<file path="src/rtl/bin_inv_sched.sv">
// Round-robin scheduler that time-shares one combinational inverter cell among NUM_REQ requesters.
// Define BIN_INV_SCHED_CHECK_EN to build a sticky result checker on chk_err (tied to 0 otherwise).
module bin_inv_sched #(
  parameter int NUM_REQ = 4,
  parameter int WIDTH   = 2,
  parameter int ID_W    = 2
) (
  input  logic                     clk,
  input  logic                     rst_n,
  input  logic [NUM_REQ-1:0]       req_valid,
  input  logic [NUM_REQ*WIDTH-1:0] req_data,
  output logic [NUM_REQ-1:0]       req_ready,
  output logic [WIDTH-1:0]         inv_in,
  input  logic [WIDTH-1:0]         inv_out,
  output logic                     rsp_valid,
  output logic [ID_W-1:0]          rsp_id,
  output logic [WIDTH-1:0]         rsp_data,
  input  logic                     rsp_ready,
  output logic                     busy,
  output logic                     chk_err
);
  localparam int PTR_W = (NUM_REQ > 2) ? $clog2(NUM_REQ) : 1;

  if (NUM_REQ < 2) begin : g_bad_num_req
    $error("bin_inv_sched: NUM_REQ must be >= 2");
  end
  if (ID_W < PTR_W) begin : g_bad_id_w
    $error("bin_inv_sched: ID_W too narrow for NUM_REQ");
  end

  typedef enum logic [1:0] {IDLE, DRIVE, CAPT, RESP} state_e;

  state_e             state_q, state_d;
  logic [PTR_W-1:0]   rr_ptr_q, rr_ptr_d;
  logic [PTR_W-1:0]   cur_id_q, cur_id_d;
  logic [WIDTH-1:0]   inv_in_q, inv_in_d;
  logic               rsp_valid_q, rsp_valid_d;
  logic [ID_W-1:0]    rsp_id_q, rsp_id_d;
  logic [WIDTH-1:0]   rsp_data_q, rsp_data_d;
  logic               gnt_any;
  logic [PTR_W-1:0]   gnt_id;
  logic [NUM_REQ-1:0] gnt_oh;
  logic               xfer;

  // First valid requester at or after rr_ptr, wrapping to 0.
  always_comb begin : rr_search
    int idx;
    logic [PTR_W-1:0] sel;
    gnt_any = 1'b0;
    gnt_id  = '0;
    idx     = 0;
    sel     = '0;
    for (int k = 0; k < NUM_REQ; k++) begin
      idx = int'(rr_ptr_q) + k;
      if (idx >= NUM_REQ) idx = idx - NUM_REQ;
      sel = PTR_W'(idx);
      if (!gnt_any && req_valid[sel]) begin
        gnt_any = 1'b1;
        gnt_id  = sel;
      end
    end
    gnt_oh         = '0;
    gnt_oh[gnt_id] = 1'b1;
  end

  assign xfer = (state_q == IDLE) && gnt_any;

  always_ff @(posedge clk or negedge rst_n) begin
    if (!rst_n) begin
      state_q     <= IDLE;
      rr_ptr_q    <= '0;
      cur_id_q    <= '0;
      inv_in_q    <= '0;
      rsp_valid_q <= 1'b0;
      rsp_id_q    <= '0;
      rsp_data_q  <= '0;
    end else begin
      state_q     <= state_d;
      rr_ptr_q    <= rr_ptr_d;
      cur_id_q    <= cur_id_d;
      inv_in_q    <= inv_in_d;
      rsp_valid_q <= rsp_valid_d;
      rsp_id_q    <= rsp_id_d;
      rsp_data_q  <= rsp_data_d;
    end
  end

  always_comb begin : next_state
    state_d     = state_q;
    rr_ptr_d    = rr_ptr_q;
    cur_id_d    = cur_id_q;
    inv_in_d    = inv_in_q;
    rsp_valid_d = rsp_valid_q;
    rsp_id_d    = rsp_id_q;
    rsp_data_d  = rsp_data_q;
    unique case (state_q)
      IDLE: if (xfer) begin
        inv_in_d = req_data[int'(gnt_id)*WIDTH +: WIDTH];
        cur_id_d = gnt_id;
        rr_ptr_d = (int'(gnt_id) + 1 == NUM_REQ) ? '0 : PTR_W'(gnt_id + 1'b1);
        state_d  = DRIVE;
      end
      DRIVE: state_d = CAPT;
      CAPT: begin
        rsp_data_d  = inv_out;
        rsp_id_d    = ID_W'(cur_id_q);
        rsp_valid_d = 1'b1;
        state_d     = RESP;
      end
      RESP: if (rsp_ready) begin
        rsp_valid_d = 1'b0;
        state_d     = IDLE;
      end
      default: state_d = IDLE;
    endcase
  end

  always_comb begin : outputs
    req_ready = '0;
    if (xfer && rst_n) req_ready = gnt_oh;
    busy      = (state_q != IDLE);
    inv_in    = inv_in_q;
    rsp_valid = rsp_valid_q;
    rsp_id    = rsp_id_q;
    rsp_data  = rsp_data_q;
  end

`ifdef BIN_INV_SCHED_CHECK_EN
  logic chk_err_q, chk_err_d;

  always_comb begin
    chk_err_d = chk_err_q;
    if (state_q == CAPT && inv_out != ~inv_in_q) chk_err_d = 1'b1;
  end

  always_ff @(posedge clk or negedge rst_n) begin
    if (!rst_n) chk_err_q <= 1'b0;
    else        chk_err_q <= chk_err_d;
  end

  assign chk_err = chk_err_q;
`else
  assign chk_err = 1'b0;
`endif

endmodule

</file>
<file path="config.mk">
export PLATFORM = sky130hd
export DESIGN_NAME = bin_inv_sched
export DESIGN_NICKNAME = d
export VERILOG_FILES = /design/src/rtl/bin_inv_sched.sv
export SDC_FILE = /design/constraint.sdc
export NUM_CORES = 1
export LEC_CHECK = 0
export ABC_AREA = 1
export CAP_MARGIN = 20
export CORE_MARGIN = 5
export CORE_UTILIZATION = 50
export DETAILED_ROUTE_END_ITERATION = 8
export PLACE_DENSITY = 0.87
export RECOVER_POWER = 50
export SKIP_LAST_GASP = 1
export SYNTH_ARGS = -nofsm -noshare
export SYNTH_HDL_FRONTEND = slang
export SYNTH_SLANG_ARGS = --single-unit
</file>
<file path="constraint.sdc">
create_clock -name clk -period 4.8 [get_ports clk]
set_input_delay 0.72 -clock clk [delete_from_list [all_inputs] [get_ports clk]]
set_output_delay 0.72 -clock clk [all_outputs]
set_load 0.1 [all_outputs]
</file>
# Word level (Yosys, flattened, before mapping)
# Index checks and enable logic that the tools add are counted.
# word_totals
ff_bits	13
in_bits	17
output_inout_bits	13
elab_cells	77
# op_classes
addsub	9
magnitude_cmp	10
eq_ne	6
n_shift	1
n_mux	29
n_reduce_logical	15
# ops
op	count
2-bit two-way mux	11
2-bit by 3-bit < comparator with 1-bit output (second input constant)	5
1-bit two-way mux	10
3-bit greater-or-equal comparator (second input constant)	3
1-bit binary-select mux with 2-bit select	4
2-bit one-hot mux with 4 select lines	1
8-bit by 4-bit indexed part select with 2-bit output	1
2-bit by 1-bit subtractor with 2-bit output (second input constant)	4
2-bit by 1-bit adder with 3-bit output (second input constant)	2
2-bit by 2-bit adder with 3-bit output (second input constant)	2
1-bit logical AND	6
2-bit AND reduction	3
2-bit == test (second input constant)	2
4-bit two-way mux	1
2-bit != test (second input constant)	2
2-bit nonzero test	2
3-bit == test (second input constant)	1
2-bit by 3-bit greater-or-equal comparator with 1-bit output (second input constant)	1
1-bit logical NOT	3
2-bit by 1-bit adder with 2-bit output (second input constant)	1
1-bit demux with 2-bit select	1
2-bit by 1-bit == test with 1-bit output (second input constant)	1
2-bit by 1-bit greater-or-equal comparator with 1-bit output (second input constant)	1
2-bit logical NOT	1
1-bit one-hot mux with 2 select lines	1

# Depth between registers and ports, before layout
# Gate-level depths: netlist of run 1.
# depth
depth_word	19
depth_mapped	14
ltp_nobuf	14

# Worst setup path before layout of run 1
# Ideal clock, no wire load.
# synth_timing
path_kind	input to output
start	input req_valid[3]
end	output req_ready[1]
arrival_ns	2.894
t_required_ns	4.080
slack_ns	1.186
cell_stages	12
path_buffers	0
path_cell_list	inv_1 > nand2_2 > nand3_1 > nand2_2 > nor2_4 > nand3_2 > nand2_2 > nand2_4 > inv_2 > ha_1 > inv_1 > nor2_1
# synth_via
elab_chain_len	17
elab_cells_between_ends	30
classes_between	order compare (2); mux (19); reduce/logical (9)
# synth_rtl
element	line_no	text
start: declaration	10	input logic [NUM_REQ-1:0] req_valid,
1-bit binary-select mux with 2-bit select	57	if (!gnt_any && req_valid[sel]) begin
1-bit two-way mux (implied by the code)	57	
1-bit two-way mux	57	
1-bit logical NOT	57	
1-bit logical AND	57	
1-bit two-way mux	57	
1-bit logical NOT	57	
1-bit logical AND	57	
[2 not listed]	-	
1-bit logical AND	57	
2-bit two-way mux *	57	
named net gnt_id[0]	41	logic [PTR_W-1:0] gnt_id;
2-bit by 3-bit < comparator with 1-bit output (implied by the code) / 2-bit by 1-bit greater-or-equal comparator with 1-bit output (equally long branches)	63	gnt_oh[gnt_id] = 1'b1;
1-bit logical AND (implied by the code)	63	
1-bit two-way mux (implied by the code)	63	
1-bit demux with 2-bit select *	63	
4-bit two-way mux *	120	if (xfer && rst_n) req_ready = gnt_oh;
end: declaration	12	output logic [NUM_REQ-1:0] req_ready,
# Mark *: on every way through the listed nets, which the timed path passes. The rest lies on a longest branch. The select of a mux whose other input is x is not followed.

# Final worst setup path of run 1
# Ends and elaborated chain as after synthesis.

==> results.cfg, run 1 <==
[status]
status = complete, no violations

[setup_path]
cp_data_required_time_ps = 4080
cp-end-kind = primary output
rrSetupSlack_ps = 2640
crit_type = in -> out
crit_path_start_kind = input port
critPathMaxFanout = 9
arrival_ps = 2720

[route]
routedWlPerCell_um = 12.6
via_count = 1012
drt_iter0_drc = 34
postRouteAntennaNets = 0
drc = 0
vias_per_cell = 5.01
dr.pass1.iters = 4
wl_um = 2540

[synthesis]
ys_ff_latch = 13
synth_most_common_cell = nand2_1
synth.top_cell.area_share_pct = 31.9
synth_area_mm2 = 0.00102
syn_inst = 146
synth_edf_count = 0
synth_flop_cell = dfrtp_1
synth_commonest_cells = nand2_1, inv_1, dfrtp_1
ys_seq_area_share_pct = 31.9
syn-mean-instance-area_um2 = 6.99
synth.distinct_cells = 25
synth_area_leaders = dfrtp_1, nand2_1, ha_1, inv_1, nand3_1
yosysTopAreaCell = dfrtp_1
ys_warn_count = 0
mappedNetlistNets = 171
synthArstFlopShare_pct = 100

[cells_and_area]
nets = 201
syn_to_final_growth_pct = 29.5
final_area_mm2 = 0.00132
antenna_cells = 0
drive_above_1_share_pct = 14.3

[sta]
rsz0062_at_grt = false
fin_tns_setup_ps = 0
fmax_mhz = 291
tightestPinTransition_ps = 1010
relSlewSlack_pct = 32.8
maxSlewViolCount = 0
setup_violations = 0
skew_ps = 2.39
timing.final.crit_share_pct = 71.7
hold_viol_final = 0
post-route-min-period_ps = 3440

[run]
cap_violations = 0

[clock_network]
numCtsBuffers = 3
cts_tree = built
clock_latency_ps = 280
htreeDepth = 1
postCtsHoldBufs = 0
clk_pin_slew_ps = 80
cts_root_buf = clkbuf_4
post_cts_buffers = 0
cts.path.max_buffers = 2
clkSinkCount = 13
cts_resized = 0

[floorplan]
die-height_um = 55.2
ios = 30
die_w_um = 55.2
initial_core_util_pct = 52.0
core-area_mm2 = 0.00196
rows = 16
die_area_mm2 = 0.00305

[global_routing]
grt_max_degree = 15
antenna_found_initial = 0
grt_pass1_vias = 1002
grt_pass1_wl_um = 4120
track_usage_pct = 18.9
grt_overflow = 0

[placement]
portBuffers = 28
gp_congestion = 0.943
dp_hpwl_um = 2050
placed_cell_area_mm2 = 0.00130

[min_path]
min_path_type = reg -> reg
-- cells by family (layout without fill, tap and decap cells) --
| kind of cell | count (synthesis) | count (layout) | share of synthesized area (%) |
|---|---|---|---|
| AOI/OAI and AO/OA | 13 | 13 | 7.48 |
| DFF | 13 | 13 | 31.9 |
| and+or+nand+nor | 79 | 79 | 35.4 |
| muxes | 3 | 3 | 3.31 |
| other | 1 | 1 | 0.367 |
| adders and majority gates | 8 | 8 | 9.80 |
| buffers and inverters | 29 | 58 | 11.8 |
-- per-stage QoR --
| step | cells | worst slack [ps] | utilization, % | hold slack [ps] |
|---|---|---|---|---|
| 6_report | 202 | 1360 | 67.4 | 495 |
| 5_1_grt | 202 | 1220 | 67.4 | 516 |
| 4_1_cts | 202 | 1360 | 67.7 | 495 |
| 3_5_place_dp | 198 | 1370 | 66.4 | 477 |
| 3_3_place_gp | 198 | 1520 | 66.4 | 468 |
| 2_1_floorplan | 146 | 1190 | - | 424 |
-- worst max-delay path, stage by stage --
cell	delay, ps
clkdlybuf4s50_1	420
inv_1	110
nand2_2	70
nand3_1	140
nand2_2	100
nor2_4	160
nand3_2	90
nand2_2	110
nand2_4	90
inv_2	90
ha_1	150
inv_1	40
nor2_1	110
buf_4	300
-- metal layers --
layer	wire length [um]	up-vias	global-route usage [%]
met5	0	-	0
met4	44	0	7.69
met3	139	5	1.61
met2	1410	46	38.4
met1	949	456	19.3
li1	-	505	-
-- flip-flops by register name, summed over array words and instances (netlist names) --
register,cells
rsp_data,2
rsp_id,2
inv_in,2
rsp_valid,1
state_q,2
rr_ptr_q,2
cur_id_q,2
-- layout make-up --
cell class / instances / area [um^2]
fill: 183 / 639
inverter: 26 / 97.6
sequential: 13 / 325
multi-input combinational: 104 / 569
timing repair buffer: 28 / 270
tap: 27 / 33.8
clock buffer: 4 / 26.3
-- cells in the final DEF (no fill, tap or decap), types with 2 or more instances in the layout --
cell,instances
nor2_1,11
clkbuf_4,3
inv_2,5
o21ai_1,2
ha_1,8
dfrtp_1,13
nand3_1,9
nand2_1,45
clkdlybuf4s50_1,23
nand3_2,2
nand3b_1,2
a21oi_1,5
buf_4,4
inv_1,21
nand2_2,6
o21ai_0,3
mux2_2,3
-- final timing paths --
| kind | startpoint | end | cells past startpoint |
|---|---|---|---|
| setup / recovery | req_valid[3] | req_ready[1] | 14 |
| hold / removal | cur_id_q[0] | cur_id_q[0] | 1 |
| setup reg to reg | rr_ptr_q[0] | rr_ptr_q[1] | 13 |
| hold reg to reg | cur_id_q[0] | cur_id_q[0] | 1 |
| max in group asynchronous | rst_n | rsp_id[1] | 1 |
| min in group asynchronous | rst_n | rr_ptr_q[1] | 1 |
Power of run 1 is left out: the tool's default activity adds up to more than one toggle a clock period on the data nets, which glitch-free logic cannot reach.
==> inputs of run 2 (changes only) <==
- CORE_UTILIZATION: 50 -> 46
- PLACE_DENSITY: 0.87 -> 0.81
- clock period: 4.8 -> 3.32 ns (I/O delays scaled with it)
==> run 2 against run 1 <==
Critical path depth decreased by 4. Hold slack improved by 2.1 ps. Non-clock buffer count increased by 1. Sequential share of layout area decreased by 0.98 points. Sequential cell count unchanged. Count of clock-buffer cells in the layout unchanged. Utilization decreased by 3.9 points. Final area increased by 4.2%. Global-route usage decreased by 2.7 points. Register-to-register slack got worse by 1400 ps. Die area increased by 7.1%.
==> results.cfg, run 2 (same netlist as run 1, synthesis figures left out) <==
[global_routing]
grt_pass1_wl_um = 4330
grt_max_degree = 15
track_usage_pct = 16.2
grt_pass1_vias = 1055
grt_overflow = 0
antenna_found_initial = 0

[setup_path]
critPathMaxFanout = 11
path_cells = inv_2, nand2_1, nand2_2, o21ai_1, nand3b_1, nand2_2, inv_2, nand2_1, nor2_1, buf_12
cp_data_required_time_ps = 2820
crit_type = reg -> out
cpPeakStageDelay_ps = 570
crit_path_start_kind = register
arrival_ps = 2490
path_delay_family = simple AND/OR/NAND/NOR gates
cp-end-kind = primary output
worst-path-buf-inv = 3
slowest_stage = dfrtp_1

[route]
dr.pass1.iters = 4
wl_um = 2460
postRouteAntennaNets = 0
routedWlPerCell_um = 12.1
via_count = 1017
drt_iter0_drc = 47
drc = 0
vias_per_cell = 4.99

[clock_network]
cts_root_buf = clkbuf_4
cts.path.max_buffers = 2
post_cts_buffers = 0
clk_pin_slew_ps = 80
numCtsBuffers = 3
clock_latency_ps = 270
cts_resized = 0
clkSinkCount = 13
cts_tree = built
postCtsHoldBufs = 0
htreeDepth = 1

[sta]
rsz0062_at_grt = false
setup_violations = 0
maxSlewViolCount = 0
tightestPinTransition_ps = 1170
fmax_mhz = 335
relSlewSlack_pct = 22.2
post-route-min-period_ps = 2980
hold_viol_final = 0
skew_ps = 1.15
timing.final.crit_share_pct = 89.9
fin_tns_setup_ps = 0

[placement]
gp_congestion = 0.908
dp_hpwl_um = 2010
portBuffers = 28

[floorplan]
initial_core_util_pct = 47.1
rows = 17
ios = 30
die_area_mm2 = 0.00326
die_w_um = 57.1
die-height_um = 57.1
core-area_mm2 = 0.00217

[cells_and_area]
antenna_cells = 0
final_common_cell = nand2_1
syn_to_final_growth_pct = 34.9
drive_above_1_share_pct = 14.8
nets = 202
final_cell_mix = nand2_1, clkdlybuf4s50_1, inv_1, dfrtp_1, nor2_1

[min_path]
min_path_type = reg -> reg

[run]
cap_violations = 0

[status]
status = complete, no violations
==> run 2: changes by cell type in the layout (fill, tap and decap cells not counted) <==
cell / change
buf_12: +4
o22ai_2: +1
o22ai_1: -1
clkdlybuf4s50_1: -1
buf_4: -4
clkbuf_1: +2
==> run 2: metrics by stage <==
stage	instance area [um^2]	util [%]	hold WS (ps)	worst slack [ps]	instances
after detailed placement	1360	62.6	475	400	200
after global routing	1380	63.5	514	86.6	204
final	1380	63.5	497	337	204
after global placement	1360	62.6	465	490	200
after floorplan	1020	-	202	150	146
after CTS	1390	63.8	503	348	204
==> run 2: worst paths after layout <==
path | start | endpoint | slack, ps | cells past startpoint
worst max register to register | rr_ptr_q[0] | rr_ptr_q[1] | 1210 | 12
max in group asynchronous | rst_n | rsp_data[1] | 2070 | 2
worst min register to register | cur_id_q[0] | cur_id_q[0] | 500 | 1
worst min-delay path | cur_id_q[0] | cur_id_q[0] | 500 | 1
min in group asynchronous | rst_n | rsp_data[0] | 790 | 2
worst max-delay path | rr_ptr_q[0] | req_ready[0] | 340 | 10
==> run 2: cell type report <==
class                      count  area (um^2)
clock buffer                   4         26.3
fill                         201          792
multi-input combinational    104          576
sequential                    13          325
tap                           28         35.0
inverter                      26         97.6
timing repair buffer          29          318
==> run 2: routing by layer <==
metal | up-vias | GRT usage, % | part of all wire (%)
li1 | 512 | - | -
met5 | - | 0 | 0
met2 | 54 | 29.2 | 53
met1 | 443 | 18.4 | 38
met4 | 0 | 5.96 | 1.3
met3 | 8 | 3.85 | 7.8
Power of run 2 is left out for the same reason.
